<file path="config.mk">
export PLATFORM = sky130hd
export DESIGN_NAME = fir_result_buffer
export DESIGN_NICKNAME = d
export VERILOG_FILES = /design/src/rtl/fir_result_buffer.sv
export SDC_FILE = /design/constraint.sdc
export NUM_CORES = 1
export LEC_CHECK = 0
export BUFFER_PORTS_ARGS = -buffer_cell sky130_fd_sc_hd__buf_2
export CAP_MARGIN = 20
export CORE_AREA = 2 2 117 119
export CTS_BUF_LIST = sky130_fd_sc_hd__clkbuf_4
export CTS_CLUSTER_DIAMETER = 150
export CTS_CLUSTER_SIZE = 16
export DETAILED_ROUTE_END_ITERATION = 6
export DIE_AREA = 0 0 119 121
export PLACE_DENSITY_LB_ADDON = 0.05
export SYNTH_ARGS = -nofsm -noshare
export SYNTH_HDL_FRONTEND = slang
export SYNTH_SLANG_ARGS = --single-unit
</file>
<file path="constraint.sdc">
create_clock -name clk -period 2.4 [get_ports clk]
set_input_delay 0.36 -clock clk [delete_from_list [all_inputs] [get_ports clk]]
set_output_delay 0.36 -clock clk [all_outputs]
set_load 0.02 [all_outputs]
</file>
<file path="src/rtl/fir_result_buffer.sv">
// FIR result buffer: rounds and saturates accumulator results, then queues them
// in a small FIFO for a ready/valid consumer. Sticky flags report saturation and
// dropped samples.
module fir_result_buffer #(
    parameter int unsigned WIDTH     = 16,
    parameter int unsigned OUT_WIDTH = 16,
    parameter int unsigned SHIFT     = 15,
    parameter int unsigned DEPTH     = 4
) (
    input  logic                         clk,
    input  logic                         rst,
    input  logic [2*WIDTH+6-1:0]         acc_in,
    input  logic                         acc_valid,
    output logic [OUT_WIDTH-1:0]         out_data,
    output logic                         out_valid,
    input  logic                         out_ready,
    output logic [$clog2(DEPTH):0]       level,
    output logic                         sat_flag,
    output logic                         ovf_flag,
    input  logic                         flag_clr
);

    localparam int unsigned AW = 2*WIDTH + 6;
    localparam int unsigned PW = $clog2(DEPTH);
    localparam int unsigned LW = PW + 1;
    localparam int unsigned HW = AW - OUT_WIDTH + 2;
    localparam logic signed [AW:0]   ROUND      = (AW+1)'(1) << (SHIFT - 1);
    localparam logic [LW-1:0]        FULL_LEVEL = LW'(DEPTH);
    localparam logic [OUT_WIDTH-1:0] SAT_MAX    = {1'b0, {(OUT_WIDTH-1){1'b1}}};
    localparam logic [OUT_WIDTH-1:0] SAT_MIN    = {1'b1, {(OUT_WIDTH-1){1'b0}}};

    logic signed [AW:0]   acc_ext;
    logic signed [AW:0]   acc_rnd;
    logic signed [AW:0]   acc_shr;
    logic [HW-1:0]        hi_bits;
    logic                 sat_c;
    logic [OUT_WIDTH-1:0] sat_val_c;

    logic                 s1_valid;
    logic                 s1_sat;
    logic [OUT_WIDTH-1:0] s1_data;

    logic [OUT_WIDTH-1:0] mem [DEPTH];
    logic [PW-1:0]        rd_ptr;
    logic [PW-1:0]        wr_ptr;

    logic                 pop_c;
    logic                 full_c;
    logic                 push_c;
    logic                 drop_c;
    logic [LW-1:0]        level_nxt;
    logic [OUT_WIDTH-1:0] head_nxt;

    // Round half-up, arithmetic shift and clamp to the output range.
    // One extra bit of headroom keeps the rounding add from wrapping.
    always_comb begin
        acc_ext = {acc_in[AW-1], acc_in};
        acc_rnd = acc_ext + ROUND;
        acc_shr = acc_rnd >>> SHIFT;
        hi_bits = acc_shr[AW:OUT_WIDTH-1];
        // Fits only when every bit above the output sign bit matches it.
        sat_c   = !((&hi_bits) || !(|hi_bits));
        if (sat_c) begin
            sat_val_c = acc_shr[AW] ? SAT_MIN : SAT_MAX;
        end else begin
            sat_val_c = acc_shr[OUT_WIDTH-1:0];
        end
    end

    // Stage-1 register: captures the converted sample on each strobe.
    always_ff @(posedge clk) begin
        if (rst) begin
            s1_valid <= 1'b0;
            s1_sat   <= 1'b0;
            s1_data  <= '0;
        end else begin
            s1_valid <= acc_valid;
            if (acc_valid) begin
                s1_sat  <= sat_c;
                s1_data <= sat_val_c;
            end
        end
    end

    // FIFO push/pop decision and next occupancy / next head value.
    always_comb begin
        pop_c     = out_valid && out_ready;
        full_c    = (level == FULL_LEVEL);
        push_c    = s1_valid && (!full_c || pop_c);
        drop_c    = s1_valid && !push_c;
        level_nxt = level;
        if (push_c && !pop_c) begin
            level_nxt = level + LW'(1);
        end else if (pop_c && !push_c) begin
            level_nxt = level - LW'(1);
        end
        // The head is registered, so work out what it becomes after this edge.
        if (level_nxt == '0) begin
            head_nxt = '0;
        end else if (pop_c) begin
            head_nxt = (level == LW'(1)) ? s1_data : mem[rd_ptr + PW'(1)];
        end else if (level == '0) begin
            head_nxt = s1_data;
        end else begin
            head_nxt = out_data;
        end
    end

    // Storage array; pointers are cleared on reset so contents need no reset.
    always_ff @(posedge clk) begin
        if (push_c) begin
            mem[wr_ptr] <= s1_data;
        end
    end

    // Pointers, occupancy and registered head/valid outputs.
    always_ff @(posedge clk) begin
        if (rst) begin
            rd_ptr    <= '0;
            wr_ptr    <= '0;
            level     <= '0;
            out_valid <= 1'b0;
            out_data  <= '0;
        end else begin
            if (push_c) begin
                wr_ptr <= wr_ptr + PW'(1);
            end
            if (pop_c) begin
                rd_ptr <= rd_ptr + PW'(1);
            end
            level     <= level_nxt;
            out_valid <= (level_nxt != '0);
            out_data  <= head_nxt;
        end
    end

    // Sticky flags; a set event on the same edge beats flag_clr.
    always_ff @(posedge clk) begin
        if (rst) begin
            sat_flag <= 1'b0;
            ovf_flag <= 1'b0;
        end else begin
            if (push_c && s1_sat) begin
                sat_flag <= 1'b1;
            end else if (flag_clr) begin
                sat_flag <= 1'b0;
            end
            if (drop_c) begin
                ovf_flag <= 1'b1;
            end else if (flag_clr) begin
                ovf_flag <= 1'b0;
            end
        end
    end

endmodule

</file>
Yosys cells after proc, flatten, opt, wreduce, memory -nomap -nowiden:

Memories as Yosys holds them, arrays and structs flattened.
Index checks and enable logic that the tools add are counted.

* latch bits: 0
* input port bits: 43
* memory bits (writable): 64
* word-level logic and storage cells: 52
* output and inout port bits: 22
* ROM bits: 0
* register bits: 44
* memories kept: 1

Memories
* mem: words 4, bits a word 16, read ports 1, clocked after Yosys merged registers in 0, wr ports 1, line 43 `logic [OUT_WIDTH-1:0] mem [DEPTH];`

* eq/ne operators: 2
* shift-type cells: 0
* order comparisons: 0
* multipliers: 0
* $add $sub $neg: 5
* reduce and logical (&&, ||, !) cells: 22
* muxes and demuxes: 12
* div/mod/pow operators: 0
* bitwise operators: 0

Operators with widths (number)
* $mux 16: 5
* $add 38x16->39 const B: 1
* $reduce_and 9->1: 1
* $reduce_or 9->1: 1
* $logic_and 1x1->1: 6
* $logic_not 3->1: 2
* $mux 3: 2
* $reduce_bool 2->1: 3
* $logic_not 1->1: 5
* $mux 1: 5
* $add 2x1->2 const B: 2
* $add 3x1->3 const B: 1
* $eq 3x1->1 const B: 1
* $eq 3x3->1 const B: 1
* $reduce_bool 3->1: 1
* $sub 3x1->3 const B: 1
* $logic_or 1x1->1: 2
* $reduce_or 2->1: 1

Longest topological paths before layout:

* depth after elaboration: 10
* mapped depth: 9
* gate-level depth less buffers: 8

Least setup slack after synthesis:

Ideal clock, no wire load.

* path type: flip-flop to flip-flop
* start point: reg level[1]
* end point: reg out_data[14]
* clock period less this slack: 2272 ps
* arrival: 2135 ps
* setup slack: 128 ps
* setup time: 138 ps
* data required time: 2262 ps
* path buffers: 1
* cell stages (with the launch flop): 10
* cell sequence: dfxtp_1 > inv_1 > ha_1 > a22oi_1 > mux2i_1 > xnor2_1 > nor2_1 > nor3_2 > clkbuf_1 > a211oi_1

* cells in the longest elaborated chain, start to end: 10
* elaborated cells between the ends (all ways): 18
* those cells by class: add/sub: 2; eq/ne: 2; mux: 4; reduce/logical: 10

RTL lines
* start, declared: line 17 `output logic [$clog2(DEPTH):0] level,`
* start signal, assigned: line 131 `level <= level_nxt;`
* $eq 3x3->1: line 88 `full_c = (level == FULL_LEVEL);`
* $logic_not 1->1: line 89 `push_c = s1_valid && (!full_c || pop_c);`
* $logic_or 1x1->1: line 89
* $logic_and 1x1->1: line 89
* $logic_not 1->1: line 94 `end else if (pop_c && !push_c) begin`
* $logic_and 1x1->1: line 94
* $mux 3: line 94
* $mux 3: line 92 `if (push_c && !pop_c) begin`
* $logic_not 3->1: line 98 `if (level_nxt == '0) begin`
* $reduce_or 2->1 (no line)
* end signal, assigned: line 133 `out_data <= head_nxt;`
* end, declared: line 14 `output logic [OUT_WIDTH-1:0] out_data,`

Several ways; a longest one is shown, not always the timed one.
A chain may end at the register's enable or synchronous reset.

Worst setup path in the final report:

* start point: reg level[1]
* end point: reg out_data[13]

Same word-level chain as after synthesis.

==> key figures <==
CTS
  • Post-CTS Hold Buffers: 0
  • Postcts setup bufs: 0
  • Worst skew pair latency: 440 ps
  • Clock transition at path regs: ~150 ps
  • Number of buffers created by CTS: 9
  • CTS root buf: clkbuf_4
  • Post-CTS Resized: 0
  • Clock Sinks: approximately 110
  • TritonCTS clock tree: done
  • CTS H-tree lvls: 3
  • CTS max path bufs: 2

Synthesis
  • Ys async rst share: 0
  • EDFF count, synth: 64
  • Predominant post-synthesis flop cell: edfxtp_1
  • Count leader, synth: edfxtp_1
  • Net Count, Synth: roughly 440
  • Yosys warns: 0
  • Top cell type's share of synthesized area: 0.393
  • Most common library cells after synthesis: edfxtp_1, dfxtp_1, nor2_1
  • Mean Syn Cell Area: 12.8 µm²
  • Synth unique cells: 51
  • Register area share after synthesis: 0.573
  • Post-Synthesis Cells: 383
  • Area leader, netlist: edfxtp_1
  • Dominant cells by area after synthesis: edfxtp_1, dfxtp_1, mux4_2
  • Mapped Area: 4890 µm²
  • #FFs+latches synth: 108

GRT
  • Total Routing Usage GR: 0.150
  • Largest net degree at the start of global routing: 25
  • Vias in the first global route: 3082
  • First-pass GRT wire length: 16500 µm
  • Grt ovf: 0
  • Initial antenna violation count: 1

Worst setup path
  • Worst path required time: 2750 ps
  • Worst setup SP type: flop
  • Setup CP Type: flop to flop
  • Critical path data arrival time: 2460 ps
  • Worst setup EP type: flop
  • Reg2reg path depth: 8
  • Max FO, Critical Path: 17
  • Setup slack, reg-to-reg: 300 ps
  • RR Endpoint: out_data[13]
  • Crit path from: level[1]
  • RR Startpoint: level[1]

Drt
  • DRC: 0
  • Via count: between 3k and 4k
  • First-pass DRT Iterations: 4
  • Wire per inst: ~17 µm
  • Via/cell ratio: 5.06
  • Post-route ant nets: 0
  • DRT Wirelength: 10300 µm
  • DRT iter0 DRCs: 102

Timing
  • Max Fclk: 476 MHz
  • Worst Skew: between 15 and 20 ps
  • Final worst-path cycle share: 0.876
  • Worst hold slack: 159 ps
  • Max-slew violations: 0
  • Relative slew margins: 0.643
  • Setup TNS: 0 ps
  • Setup-failing EPs final: 0
  • RSZ-0062 raised after global routing: false
  • Tightest Pin Transition: 535 ps
  • Minimum clock period: 2100 ps
  • Final hold vios: 0

Die
  • Die W: 119 µm
  • I/O pin total: 65
  • Die area: about 14000 µm²
  • Core Rows: 42
  • Chip height: 121 µm
  • Starting density of the core: 0.374
  • Core ar.: 13100 µm²

Cells and area
  • Fillers: 1234
  • Share of cells above drive strength 1: 0.272
  • Nets: 495
  • Syn-to-layout area delta: 14.0%
  • Fin util: 0.426

Power
  • Power per Cell Area: 839 nW/µm²
  • Static Leak: 2.01 nW
  • Worst vdd ir: 0.295 mV

Min path
  • Hold path depth: 2
  • Hold crit path type: primary input to flop
  • Worst Hold Endpoint: level[2]
  • HP Start: rst

Placed design
  • GPL Wtd Cong: 0.746
  • Port Buffers: 50
  • HPWL after DPL: about 7000 µm

Outcome
  • Status: finished, final reports clean

Job
  • Max-Cap Viols: 0
registers in the layout (all words and copies together) (netlist names):
register / cells
ovf_flag: 1
rd_ptr: 2
s1_data: 16
s1_valid: 1
s1_sat: 1
out_valid: 1
out_data: 16
wr_ptr: 2
sat_flag: 1
level: 3
mem: 64
final cells by class:
type / count / area (µm²) / area share
Clock inverter: 3 / 40.0 / 0.00718
Timing Repair Buffer: 68 / 423 / 0.0758
Sequential cell: 108 / 2800 / 0.502
Clock buffer: 13 / 97.6 / 0.0175
Tap cell: 176 / 220 / 0.0395
Antenna cell: 1 / 2.50 / 0.000449
Multi-Input combinational cell: 246 / 1950 / 0.350
Inverter: 10 / 37.5 / 0.00673
placed cells by master, fill, tap and decap left out, types with 6 or more instances in the layout:
cell type and n:
and3_1 7, a211oi_1 15, mux2i_1 9, clkbuf_4 13
nand4_1 6, inv_1 10, edfxtp_1 64, a21oi_1 17
a22oi_1 9, o21ai_0 7, nand3_1 12, buf_4 15
dfxtp_1 44, o21ai_1 9, a211oi_2 10, ha_1 9
nor2_1 36, mux4_2 16, buf_2 50, xnor2_1 15
nand2_1 19, and2_1 6
per-stage QoR:
step / instances / setup slack [ps] / total power, mW / cell area [µm²]
2_1_floorplan: 383 / 128 / 3.28 / 4890
3_3_place_gp: 608 / 106 / 3.83 / 5440
3_5_place_dp: 608 / 117 / 3.85 / 5440
4_1_cts: 624 / 304 / 4.77 / 5580
5_1_grt: 625 / 140 / 4.96 / 5580
6_report: 625 / 298 / 4.68 / 5580
where the power goes:
group | leakage [nW] | internal (mW) | total [mW] | switching, mW
logic | 0.976 | 0.574 | 1.44 | 0.869
clock network | 0.0818 | 0.364 | 0.910 | 0.546
registers | 0.955 | 2.18 | 2.32 | 0.145
total | 2.01 | 3.12 | 4.68 | 1.56
worst max path at each step:
| stage | to | cells after the start |
|---|---|---|
| 2_1_floorplan | out_data[14] | 9 |
| 3_3_place_gp | s1_data[4] | 9 |
| 4_1_cts | out_data[13] | 8 |
| 5_1_grt | out_data[13] | 8 |
| 6_report | out_data[13] | 8 |
| 3_5_place_dp | s1_data[2] | 9 |
per-layer routing:
metal	vias to the layer above	GRT usage	routed length, µm
li1	1585	-	-
met1	1515	0.208	5080
met2	56	0.242	4850
met3	8	0.0226	292
met4	0	0.0513	110
met5	-	0	0
logic make-up (layout without fill, tap and decap cells):
kind of cell / Yosys count / after routing / synth area share
flops: 108 / 108 / 0.573
compound gates: 85 / 85 / 0.134
mux: 25 / 25 / 0.0920
xor+xnor: 19 / 19 / 0.0340
buf+inv: 29 / 94 / 0.0281
simple gates: 108 / 108 / 0.116
other cells: 0 / 1 / 0
fa+ha+maj: 9 / 9 / 0.0230
critical path, cell delays in order, from the launching register on:
cell and delay (ps):
dfxtp_1 450, inv_1 120, ha_1 210, a22oi_1 230
o21ai_0 110, a311oi_1 440, nor3_2 100, buf_12 170
a211oi_1 180
No activity file was read; power rests on OpenSTA's default activity.
